**config.mk**
```make
export PLATFORM = sky130hd
export DESIGN_NAME = pulse_stretcher_flat
export DESIGN_NICKNAME = d
export VERILOG_FILES = /design/src/rtl/pulse_stretcher_if.sv /design/src/rtl/pulse_stretcher.sv /design/src/flat_wrapper.sv
export SDC_FILE = /design/constraint.sdc
export NUM_CORES = 1
export LEC_CHECK = 0
export CAP_MARGIN = 20
export CORE_UTILIZATION = 50
export DETAILED_ROUTE_END_ITERATION = 8
export MAX_ROUTING_LAYER = met4
export PLACE_DENSITY = 0.7
export SLEW_MARGIN = 40
export SYNTH_ARGS = -nofsm -noshare
export SYNTH_HDL_FRONTEND = slang
export SYNTH_SLANG_ARGS = --single-unit
```
**constraint.sdc**
```tcl
create_clock -name clk -period 2.44 [get_ports clk]
set_input_delay 0.244 -clock clk [delete_from_list [all_inputs] [get_ports clk]]
set_output_delay 0.244 -clock clk [all_outputs]
set_load 0.02 [all_outputs]
```
**src/rtl/pulse_stretcher_if.sv**
```systemverilog
// pulse_stretcher_if
//   Groups the event/level signals of pulse_stretcher.
//   pulse_in   : event strobe, one event per sampled high cycle
//   signal_out : stretched output level
//   busy       : stretcher is not idle
//   pending    : queued events not yet started
//   overflow   : one-cycle flag, an event was dropped
//   master modport drives pulse_in; slave modport is the stretcher side.
interface pulse_stretcher_if #(
    parameter int PEND_W = 3
);
    logic              pulse_in;
    logic              signal_out;
    logic              busy;
    logic [PEND_W-1:0] pending;
    logic              overflow;

    modport master (
        output pulse_in,
        input  signal_out,
        input  busy,
        input  pending,
        input  overflow
    );

    modport slave (
        input  pulse_in,
        output signal_out,
        output busy,
        output pending,
        output overflow
    );
endinterface

```
**src/rtl/pulse_stretcher.sv**
```systemverilog
// pulse_stretcher
//   Turns single-cycle event pulses into fixed-width high periods, each
//   followed by a mandatory low gap. Events arriving while a period is in
//   progress are queued in a saturating counter; an event arriving with the
//   queue full is dropped and flagged on overflow for one cycle.
//   clk   : single clock, rising edge
//   reset : asynchronous, active-low
//   bus   : pulse_stretcher_if.slave (pulse_in in; signal_out, busy,
//           pending, overflow out, all registered)
//
// state | meaning
// ------+---------------------------------------------------------------
// IDLE  | nothing in progress, output low, waiting for an event
// HIGH  | output high, cnt counts the remaining high cycles down to 0
// GAP   | output low, cnt counts the remaining gap cycles down to 0
module pulse_stretcher #(
    parameter int HIGH_CYCLES = 128,
    parameter int GAP_CYCLES  = 128,
    parameter int CNT_W       = 8,
    parameter int PEND_W      = 3
) (
    input  logic               clk,
    input  logic               reset,
    pulse_stretcher_if.slave   bus
);

    typedef enum logic [1:0] {
        IDLE = 2'd0,
        HIGH = 2'd1,
        GAP  = 2'd2
    } state_t;

    localparam logic [CNT_W-1:0]  HIGH_LOAD = CNT_W'(HIGH_CYCLES - 1);
    localparam logic [CNT_W-1:0]  GAP_LOAD  = CNT_W'(GAP_CYCLES - 1);
    localparam logic [PEND_W-1:0] PEND_MAX  = '1;

    state_t            state;
    logic [CNT_W-1:0]  cnt;
    logic [PEND_W-1:0] pend_q;
    logic              sig_q;
    logic              busy_q;
    logic              ovf_q;

    logic cnt_zero;
    logic restart;
    logic queue_evt;

    assign cnt_zero = (cnt == '0);

    // Restart when the gap expires with a queued event or a fresh pulse in
    // the same cycle; a fresh pulse then starts the period directly instead
    // of passing through the queue.
    assign restart = (state == GAP) && cnt_zero &&
                     ((pend_q != '0) || bus.pulse_in);

    // On a restart cycle an incoming pulse cancels the dequeue, so it never
    // counts as a queue increment (and therefore never overflows).
    assign queue_evt = bus.pulse_in && (state != IDLE) && !restart;

    always_ff @(posedge clk or negedge reset) begin
        if (!reset) begin
            state  <= IDLE;
            cnt    <= '0;
            pend_q <= '0;
            sig_q  <= 1'b0;
            busy_q <= 1'b0;
            ovf_q  <= 1'b0;
        end else begin
            ovf_q <= 1'b0;

            if (queue_evt) begin
                if (pend_q == PEND_MAX) begin
                    ovf_q <= 1'b1;
                end else begin
                    pend_q <= pend_q + PEND_W'(1);
                end
            end

            case (state)
                IDLE: begin
                    if (bus.pulse_in) begin
                        state  <= HIGH;
                        cnt    <= HIGH_LOAD;
                        sig_q  <= 1'b1;
                        busy_q <= 1'b1;
                    end
                end
                HIGH: begin
                    if (cnt_zero) begin
                        state <= GAP;
                        cnt   <= GAP_LOAD;
                        sig_q <= 1'b0;
                    end else begin
                        cnt <= cnt - CNT_W'(1);
                    end
                end
                GAP: begin
                    if (!cnt_zero) begin
                        cnt <= cnt - CNT_W'(1);
                    end else if (restart) begin
                        state <= HIGH;
                        cnt   <= HIGH_LOAD;
                        sig_q <= 1'b1;
                        if ((pend_q != '0) && !bus.pulse_in) begin
                            pend_q <= pend_q - PEND_W'(1);
                        end
                    end else begin
                        state  <= IDLE;
                        busy_q <= 1'b0;
                    end
                end
                default: begin
                    state  <= IDLE;
                    cnt    <= '0;
                    sig_q  <= 1'b0;
                    busy_q <= 1'b0;
                end
            endcase
        end
    end

    assign bus.signal_out = sig_q;
    assign bus.busy       = busy_q;
    assign bus.pending    = pend_q;
    assign bus.overflow   = ovf_q;

endmodule

```
**src/flat_wrapper.sv**
```systemverilog
// flat-port wrapper written by rule: the top's interface ports become plain ports
module pulse_stretcher_flat 
#(
    parameter int HIGH_CYCLES = 128,
    parameter int GAP_CYCLES  = 128,
    parameter int CNT_W       = 8,
    parameter int PEND_W      = 3
)
  (clk, reset, bus_pulse_in, bus_signal_out, bus_busy, bus_pending, bus_overflow);
  pulse_stretcher_if #(.PEND_W(PEND_W)) bus_i ();
  input  logic clk;
  input  logic reset;
  input wire logic [$bits(bus_i.pulse_in)-1:0] bus_pulse_in;
  output wire logic [$bits(bus_i.signal_out)-1:0] bus_signal_out;
  output wire logic [$bits(bus_i.busy)-1:0] bus_busy;
  output wire logic [$bits(bus_i.pending)-1:0] bus_pending;
  output wire logic [$bits(bus_i.overflow)-1:0] bus_overflow;
  assign bus_i.pulse_in = bus_pulse_in;
  assign bus_signal_out = bus_i.signal_out;
  assign bus_busy = bus_i.busy;
  assign bus_pending = bus_i.pending;
  assign bus_overflow = bus_i.overflow;
  pulse_stretcher #(.HIGH_CYCLES(HIGH_CYCLES), .GAP_CYCLES(GAP_CYCLES), .CNT_W(CNT_W), .PEND_W(PEND_W)) u_core (.clk(clk), .reset(reset), .bus(bus_i));
endmodule
```
After elaboration in Yosys (flattened, before gate mapping)
Cells that the tools add are included.
Widths: inputs -> output; s select.
Word-level totals
  register bits after elaboration: 16
  input bits: 3
  output and inout port bits: 6
Operators by class
  add/subtract/negate cells: 3
  eq/ne operators: 9
  mux-type cells: 26
  bitwise logic cells: 1
  reductions and logical operators: 16
Operators by type and width (count)
  $mux 8: 4
  $pmux 8 s3: 1
  $mux 3: 6
  $mux 1: 9
  $logic_not 8->1: 1
  $reduce_and 4->1: 2
  $sub 8x1->8 const B: 1
  $mux 2: 3
  $ne 2x1->1 const B: 3
  $pmux 1 s3: 2
  $pmux 2 s3: 1
  $logic_and 1x1->1: 5
  $ne 2x2->1 const B: 2
  $add 3x1->3 const B: 1
  $eq 3x3->1 const B: 1
  $ne 3x3->1 const B: 1
  $reduce_and 3->1: 1
  $reduce_bool 3->1: 1
  $sub 3x1->3 const B: 1
  $eq 2x1->1 const B: 1
  $eq 2x2->1 const B: 1
  $logic_not 1->1: 2
  $logic_not 2->1: 1
  $reduce_and 2->1: 1
  other kinds (3): 3

Longest topological paths before layout
Gate-level depths: netlist of the first run.
  word-level depth: 10
  depth in mapped cells: 7

Worst setup path after synthesis of the first run
Ideal clock, no wire load.
  path kind: reg2reg
  start: register u_core.pend_q[0] (netlist: u_core.bus.pending[0])
  end: register u_core.busy_q (netlist: u_core.bus.busy)
  library setup time: 0.125 ns
  arrival: 1.897 ns
  setup slack: 0.418 ns
  cell stages (with the launch flop): 7
  buffers on the path: 0
  period minus slack after synthesis: 2.022 ns
  cells stage by stage: dfrtp_1 -> inv_1 -> ha_1 -> nor3b_1 -> nand3_1 -> a211oi_1 -> mux2_2
On the way
  cells in the longest elaborated chain, start to end: 5
Ends and longest elaborated chain
  start, declared: line pulse_stretcher.sv:39  | logic [PEND_W-1:0] pend_q;
  start signal, assigned: line pulse_stretcher.sv:75  | pend_q <= pend_q + PEND_W'(1);
  start signal, assigned: line pulse_stretcher.sv:105  | pend_q <= pend_q - PEND_W'(1);
  $reduce_bool 3->1: line pulse_stretcher.sv:54  | ((pend_q != '0) || bus.pulse_in);
  $logic_or 1x1->1: line pulse_stretcher.sv:54
  $logic_and 1x1->1: line pulse_stretcher.sv:53  | assign restart = (state == GAP) && cnt_zero &&
  $ne 2x2->1 (no line)
  $reduce_and 4->1 (no line)
  end signal, assigned: line pulse_stretcher.sv:66  | busy_q <= 1'b0;
  end signal, assigned: line pulse_stretcher.sv:85  | busy_q <= 1'b1;
  end signal, assigned: line pulse_stretcher.sv:109  | busy_q <= 1'b0;
  end, declared: line pulse_stretcher.sv:41  | logic busy_q;
Every way passes these cells.
A chain may end at the register's enable or synchronous reset.

Final worst setup path of the first run
  start: register u_core.cnt[0]
  end: register u_core.state[0]
On the way
  cells in the longest elaborated chain, start to end: 6
Ends and longest elaborated chain
  start, declared: line pulse_stretcher.sv:38  | logic [CNT_W-1:0] cnt;
  start signal, assigned: line pulse_stretcher.sv:94  | cnt <= cnt - CNT_W'(1);
  start signal, assigned: line pulse_stretcher.sv:99  | cnt <= cnt - CNT_W'(1);
  $logic_not 8->1 (*): line pulse_stretcher.sv:48  | assign cnt_zero = (cnt == '0);
  $logic_and 1x1->1 (2 in a row): line pulse_stretcher.sv:53
  $mux 1: line pulse_stretcher.sv:100  | end else if (restart) begin
  $mux 2: line pulse_stretcher.sv:98  | if (!cnt_zero) begin
  $pmux 2 s3: line pulse_stretcher.sv:79  | case (state)
  end signal, assigned: line pulse_stretcher.sv:82  | state <= HIGH;
  end signal, assigned: line pulse_stretcher.sv:101  | state <= HIGH;
  end signal, assigned: line pulse_stretcher.sv:108  | state <= IDLE;
  end, declared: line pulse_stretcher.sv:37  | state_t state;
Every way passes the cells marked *; elsewhere a longest branch is shown, timed or not. The select of a mux whose other input is x is not followed.

==> results of run 1 <==
[cell type report]
class	instances	area, um^2	area share (%)
repair buffers	16	138	10.7
clock buffers	3	22.5	1.75
inverters	9	33.8	2.63
multi-input cells	92	658	51.2
well taps	27	33.8	2.63
flip-flops and latches	16	400	31.1
[logic make-up after synthesis]
| family | count (synthesis) | synth area share, % |
|---|---|---|
| compound gates | 38 | 25.1 |
| xor+xnor | 1 | 0.791 |
| fa+ha+maj | 8 | 9.04 |
| buf+inv | 13 | 4.41 |
| flops | 16 | 36.2 |
| mux | 3 | 2.94 |
| simple gates | 42 | 21.6 |
[state kept, by name (all words and copies together), names as in the netlist]
register	flops
u_core.cnt	8
u_core.bus.pending	3
u_core.state	2
u_core.bus.busy	1
u_core.bus.overflow	1
u_core.bus.signal_out	1
[worst max-delay path: cells and delay by family (launching register included)]
kind / cells / cell delay [ns]
simple gates: 2 / 0.82
compound gates: 1 / 0.16
mux: 1 / 0.28
fa+ha+maj: 1 / 0.21
buf+inv: 1 / 0.08
flops: 1 / 0.42
[layer usage]
metal | global-route usage (%) | up-vias | wire length [um]
met3 | 4.05 | 6 | 133
met2 | 39.0 | 34 | 1230
met1 | 28.8 | 467 | 1150
li1 | - | 479 | -
met4 | 6.86 | 0 | 39
met5 | - | - | 0
[through the flow]
stage / hold WS [ns] / cell area (um^2)
after floorplan: -0.0516 / 1110
after global placement: 0.498 / 1260
after detailed placement: 0.505 / 1260
after CTS: 0.414 / 1280
after global routing: 0.429 / 1290
final: 0.391 / 1290
[what timing repair did]
action	4_1_cts	5_1_grt
endpoints found under the hold margin	0	16
buffers inserted	0	0
hold buffers	0	1
[cell usage after synthesis (all sizes together) (2+ instances only)]
master	n
dfrtp	16
inv	9
nor3b	2
o31ai	2
a21oi	5
nand2b	5
a311oi	2
clkbuf	4
nor2b	7
nand2	4
mux2	2
nor2	10
o21ai	12
nor4	2
a31oi	2
nand3	2
ha	8
nor3	3
a211oi	3
a221oi	2
[final timing paths]
kind / startpoint / endpoint / slack [ns] / cells past startpoint
worst max-delay path: u_core.cnt[0] / u_core.state[0] / 0.36 / 6
worst min-delay path: reset / u_core.cnt[0] / 0.39 / 2
worst max register to register: u_core.cnt[0] / u_core.state[0] / 0.36 / 6
worst min register to register: u_core.bus.busy / u_core.bus.busy / 0.52 / 1
max in group asynchronous: reset / u_core.bus.signal_out / 1.79 / 2
min in group clk: u_core.bus.busy / u_core.bus.busy / 0.52 / 1
[power by group through the flow]
stage	Clock [uW]	Combinational, uW	Sequential (uW)
4_1_cts	138	875	505
6_report	140	876	507
3_3_place_gp	0	845	508
3_5_place_dp	0	870	512
5_1_grt	151	969	527
2_1_floorplan	0	567	531
==> run metrics, run 1 <==
run status=finished, final reports clean; Tightest Hold Check Type=in2async; fin util=63.6%; Post-CTS Resized=0; worst path required time=2.62 ns; share of cells above drive strength 1=11.8%; starting density of the core=54.8%; antenna cell count=0; total power=1520 uW; Tcrit/Tclk final=85.4%; Post-DRT Antenna Nets=0; Mean Syn Cell Area=9.15 um^2; crit path time final=2.08 ns; growth of design area from synthesis to finish=16.2%; DR pass1 iterations=4; H-tree lvl count=1; cell count after placement=159; max cap viols=0; Distinct cells, synth=39; Critical Path End Type=register; Mapped Area=1110 um^2; die area=2410 um^2; Leakage Power=0.000540 uW; most common cell after layout, fill and taps aside=dfrtp_1; Crit Path Max Fanout=6; vias in the first global route=996; RSZ-0062 raised after global routing=false; Slew HR=72.9%; Yosys warning total=0; clock skew=0.00279 ns; P_int=847 uW; top cells by area, synth=dfrtp_1 36%, ha_1 9.0%, o21ai_0 5.4%; Fin. Hold Viols=0; slowest CP cell=or3b_2; top cell type by total area after synthesis=dfrtp_1; Post-Syn Nets=132; CP Data Arrival Time=2.26 ns; P_sw=675 uW; Clock Pin Slew Worst Setup and Hold Paths=0.09 ns; Final setup viols=0; worst vdd ir=0.000639 V; kind of critical path=reg2reg; number of fill cells=185; Final TNS setup=0 ns; Clock Tree Buf Depth=2; via count=986; Worst-Margin Slew=0.403 ns; Die H=49.1 um; most frequent cells in the layout=16 x dfrtp_1, 12 x o21ai_0, 10 x nor2_1; final wirelength=2550 um; DRC=0; Core Area=2020 um^2; FF+latch count, synth=16; Congestion Overflow GR=0; nets@finish=149; switching share of total power=44.4%; Setup Slack @ Placement=0.347 ns; Max Fclk=0.480 GHz; pwr dens=1180 nW/um^2; gpl congestion=0.942; initial drt markers=49; first-pass GRT wire length=4280 um; combinational group share of total power=57.5%; initial antenna violation count=0; largest net degree at the start of global routing=17; Async SR Flop Fraction=100%; TritonCTS Buffers=3; Die W=49.1 um; routed len/inst=15.7 um; Synth Instances=121; fin. max-slew vios=0; Top Ports=9; Vias per Instance=6.05; Setup crit start kind=register; fin cells=163; clock sink count=16; CP Cell Sequence=inv_1 > ha_1 > or3b_2 > nor2_1 > o21ai_0 > mux2_2; Port Buffer Count=8; Skew-Pair Late Insertion Delay=0.28 ns; critical path's largest stage delay=0.54 ns; hpwl dp=1950 um; Synth top area share=36.2%; Clock power frac=9.2%; row count=16; EDFF count, synth=0; sequential share of the synthesized area=36.2%; register share of total power=33.3%; CTS tree=yes; Total GRT Usage=23.4%; slack of the critical path=0.356 ns; clk root buf=clkbuf_4; Synth Flop Type=dfrtp_1
No activity file was read; power rests on OpenSTA's default activity.
==> inputs of run 2 (changes only) <==
--- a/config.mk
+++ b/config.mk
@@ -5,7 +5,9 @@
 export SDC_FILE = /design/constraint.sdc
 export NUM_CORES = 1
 export LEC_CHECK = 0
+export ABC_AREA = 1
 export CAP_MARGIN = 20
+export CORE_ASPECT_RATIO = 1.75
 export CORE_UTILIZATION = 50
 export DETAILED_ROUTE_END_ITERATION = 8
 export MAX_ROUTING_LAYER = met4
==> constraint.sdc (replaced) <==
create_clock -name clk -period 2.5 [get_ports clk]
set_input_delay 0.25 -clock clk [delete_from_list [all_inputs] [get_ports clk]]
set_output_delay 0.25 -clock clk [all_outputs]
set_load 0.02 [all_outputs]
==> run 2 against run 1 <==
Net effect: final area is 6.2% higher; synthesized cell count increased by 34%; cell count increased by 23%; highest routed layer unchanged; power is 20% higher; critical path type unchanged; clock power grew 67%; combinational power is 23% higher; sequential power is 1% higher.
==> run metrics, run 2 <==
Slew HR=75.8% (was 72.9%); initial antenna violation count=0 (unchanged); Vias per Instance=5.27 (was 6.05); largest net degree at the start of global routing=17 (unchanged); Most flops, register=u_core.cnt (unchanged); Port Buffer Count=8 (unchanged); cell with the most instances after synthesis=nand2_1 (was dfrtp_1); routed len/inst=12.2 um (was 15.7 um); Top Ports=9 (unchanged); Crit Path Max Fanout=8 (was 6); clock skew=0.00292 ns (was 0.00279 ns); H-tree lvl count=1 (unchanged); pwr dens=1340 nW/um^2 (was 1180 nW/um^2); Die H=66.7 um (was 49.1 um); run status=finished, final reports clean (unchanged); CTS tree=yes (unchanged); worst path required time=2.65 ns (was 2.62 ns); CP Data Arrival Time=1.79 ns (was 2.26 ns); Core Area=2270 um^2 (was 2020 um^2); top cells by area, synth=dfrtp_1 34%, nand2_1 18%, ha_1 8.4% (was dfrtp_1 36%, ha_1 9.0%, o21ai_0 5.4%); initial drt markers=18 (was 49); EDFF count, synth=0 (unchanged); Die W=39.0 um (was 49.1 um); most frequent cells in the layout=56 x nand2_1, 18 x inv_1, 16 x dfrtp_1 (was 16 x dfrtp_1, 12 x o21ai_0, 10 x nor2_1); row count=23 (was 16); Total GRT Usage=23.8% (was 23.4%); FF+latch count, synth=16 (unchanged); first-pass GRT wire length=4260 um (was 4280 um); Synth Flop Type=dfrtp_1 (unchanged); Tcrit/Tclk final=65.8% (was 85.4%); share of cells above drive strength 1=14.9% (was 11.8%); Synth Instances=162 (was 121); clock sink count=16 (unchanged); Finished Cell Area=1370 um^2 (was 1290 um^2); Final setup viols=0 (unchanged); Post-DRT Antenna Nets=0 (unchanged); growth of design area from synthesis to finish=14.3% (was 16.2%); hpwl dp=1940 um (was 1950 um); antenna cell count=0 (unchanged); max FFs per register=8 (unchanged); most common cell after layout, fill and taps aside=nand2_1 (was dfrtp_1); Yosys warning total=0 (unchanged); Mean Syn Cell Area=7.38 um^2 (was 9.15 um^2); sequential share of the synthesized area=33.5% (was 36.2%); Clock Tree Buf Depth=2 (unchanged); die area=2600 um^2 (was 2410 um^2); max cap viols=0 (unchanged); DRC=0 (unchanged); vias in the first global route=1044 (was 996); Max Fclk=0.608 GHz (was 0.480 GHz); top cell type by total area after synthesis=dfrtp_1 (unchanged); Fin. Hold Viols=0 (unchanged); fin. max-slew vios=0 (unchanged); starting density of the core=52.6% (was 54.8%); Async SR Flop Fraction=100% (unchanged); commonest cells in the netlist=56 x nand2_1, 18 x inv_1, 16 x dfrtp_1, 14 x nand3_1, 12 x nor2_1 (was 16 x dfrtp_1, 12 x o21ai_0, 10 x nor2_1, 9 x inv_1, 8 x ha_1); crit path time final=1.64 ns (was 2.08 ns); Tightest Hold Check Type=in2async (unchanged); RSZ-0062 raised after global routing=false (unchanged); clk root buf=clkbuf_8 (was clkbuf_4); TritonCTS Buffers=3 (unchanged); Skew-Pair Late Insertion Delay=0.26 ns (was 0.28 ns); Congestion Overflow GR=0 (unchanged); gpl congestion=0.780 (was 0.942); Mapped Area=1190 um^2 (was 1110 um^2); Critical Path End Type=register (unchanged); Final TNS setup=0 ns (unchanged); kind of critical path=reg2reg (unchanged); Worst-Margin Slew=0.364 ns (was 0.403 ns); final wirelength=2430 um (was 2550 um); nets@finish=187 (was 149); Post-Syn Nets=173 (was 132); Synth top area share=33.5% (was 36.2%); worst vdd ir=0.000756 V (was 0.000639 V); Placed Area=1310 um^2 (was 1260 um^2); Leakage Power=0.000736 uW (was 0.000540 uW); Clock Pin Slew Worst Setup and Hold Paths=0.06 ns (was 0.09 ns); Setup crit start kind=register (unchanged); DR pass1 iterations=4 (unchanged); Distinct cells, synth=25 (was 39); via count=1054 (was 986)
-- run 2: changes by cell type after synthesis, moves of 4 or more --
cell,previous run,this run
nand2_1,4,56
nand3_1,2,14
inv_1,9,18
nor2b_1,7,0
o21ai_0,12,6
nand2b_1,5,0
clkbuf_1,4,0
nand2_4,0,4
nor2_4,0,4
-- run 2: cells by family (layout without fill, tap and decap cells) --
group           Yosys count  after routing  share of synthesized area (%)
xor+xnor                  2              2                           1.47
flops                    16             16                           33.5
simple gates            101            101                           43.0
fa+ha+maj                 8              8                           8.38
buf+inv                  21             34                           6.81
compound gates           14             14                           6.81
-- run 2: worst paths after layout --
| kind | startpoint | endpoint | slack (ns) | cells after the start |
|---|---|---|---|---|
| max in group asynchronous | reset | u_core.bus.pending[1] | 1.80 | 2 |
| worst max register to register | u_core.cnt[0] | u_core.cnt[0] | 0.86 | 9 |
| worst min register to register | u_core.bus.signal_out | u_core.bus.signal_out | 0.48 | 2 |
| worst min-delay path | reset | u_core.cnt[1] | 0.43 | 2 |
| min in group clk | u_core.bus.signal_out | u_core.bus.signal_out | 0.48 | 2 |
| worst max-delay path | u_core.cnt[0] | u_core.cnt[0] | 0.86 | 9 |
-- run 2: where the power goes --
group | internal (uW) | total (uW) | switching [uW]
Sequential | 379 | 512 | 133
Combinational | 415 | 1080 | 668
Clock | 140 | 234 | 93.5
Total | 934 | 1830 | 895
-- run 2: metal layers --
layer / up-vias / wire (um) / global-route usage [%] / part of all wire, %
met4: 0 / 47 / 10.3 / 1.9
li1: 538 / - / - / -
met2: 16 / 1400 / 43.5 / 58
met1: 495 / 927 / 24.2 / 38
met3: 5 / 57 / 2.00 / 2.3
met5: - / 0 / - / 0
-- run 2: layout make-up --
cell class	count	area (um^2)
fillers	212	907
multi-input cells	125	713
flip-flops and latches	16	400
repair buffers	9	85.1
inverters	21	81.3
clock buffers	4	55.1
well taps	25	31.3
-- run 2: what timing repair did --
action | in CTS | in global routing
endpoints found under the hold margin | 0 | 16
hold buffers | 0 | 1
gates resized for setup | 0 | 0
setup buffers | 0 | 0
-- run 2: through the flow --
stage          power (uW)  cells  util [%]  hold WS [ns]  setup slack (ns)
2_1_floorplan        1330    162         -       -0.0456              1.02
3_3_place_gp         1570    195      57.5         0.458             0.928
3_5_place_dp         1600    195      57.5         0.464             0.883
4_1_cts              1840    199      59.9         0.471             0.843
5_1_grt              2010    200      60.1         0.484             0.706
6_report             1830    200      60.1         0.429             0.856
-- run 2: worst max-delay path, stage by stage (launching register included) --
cell and delay [ns]:
dfrtp_1 0.36, inv_1 0.18, ha_1 0.28, nand2_4 0.10
nor2_8 0.19, nand3_4 0.10, nand2_4 0.13, inv_4 0.06
nand2_1 0.07, o21ai_2 0.05
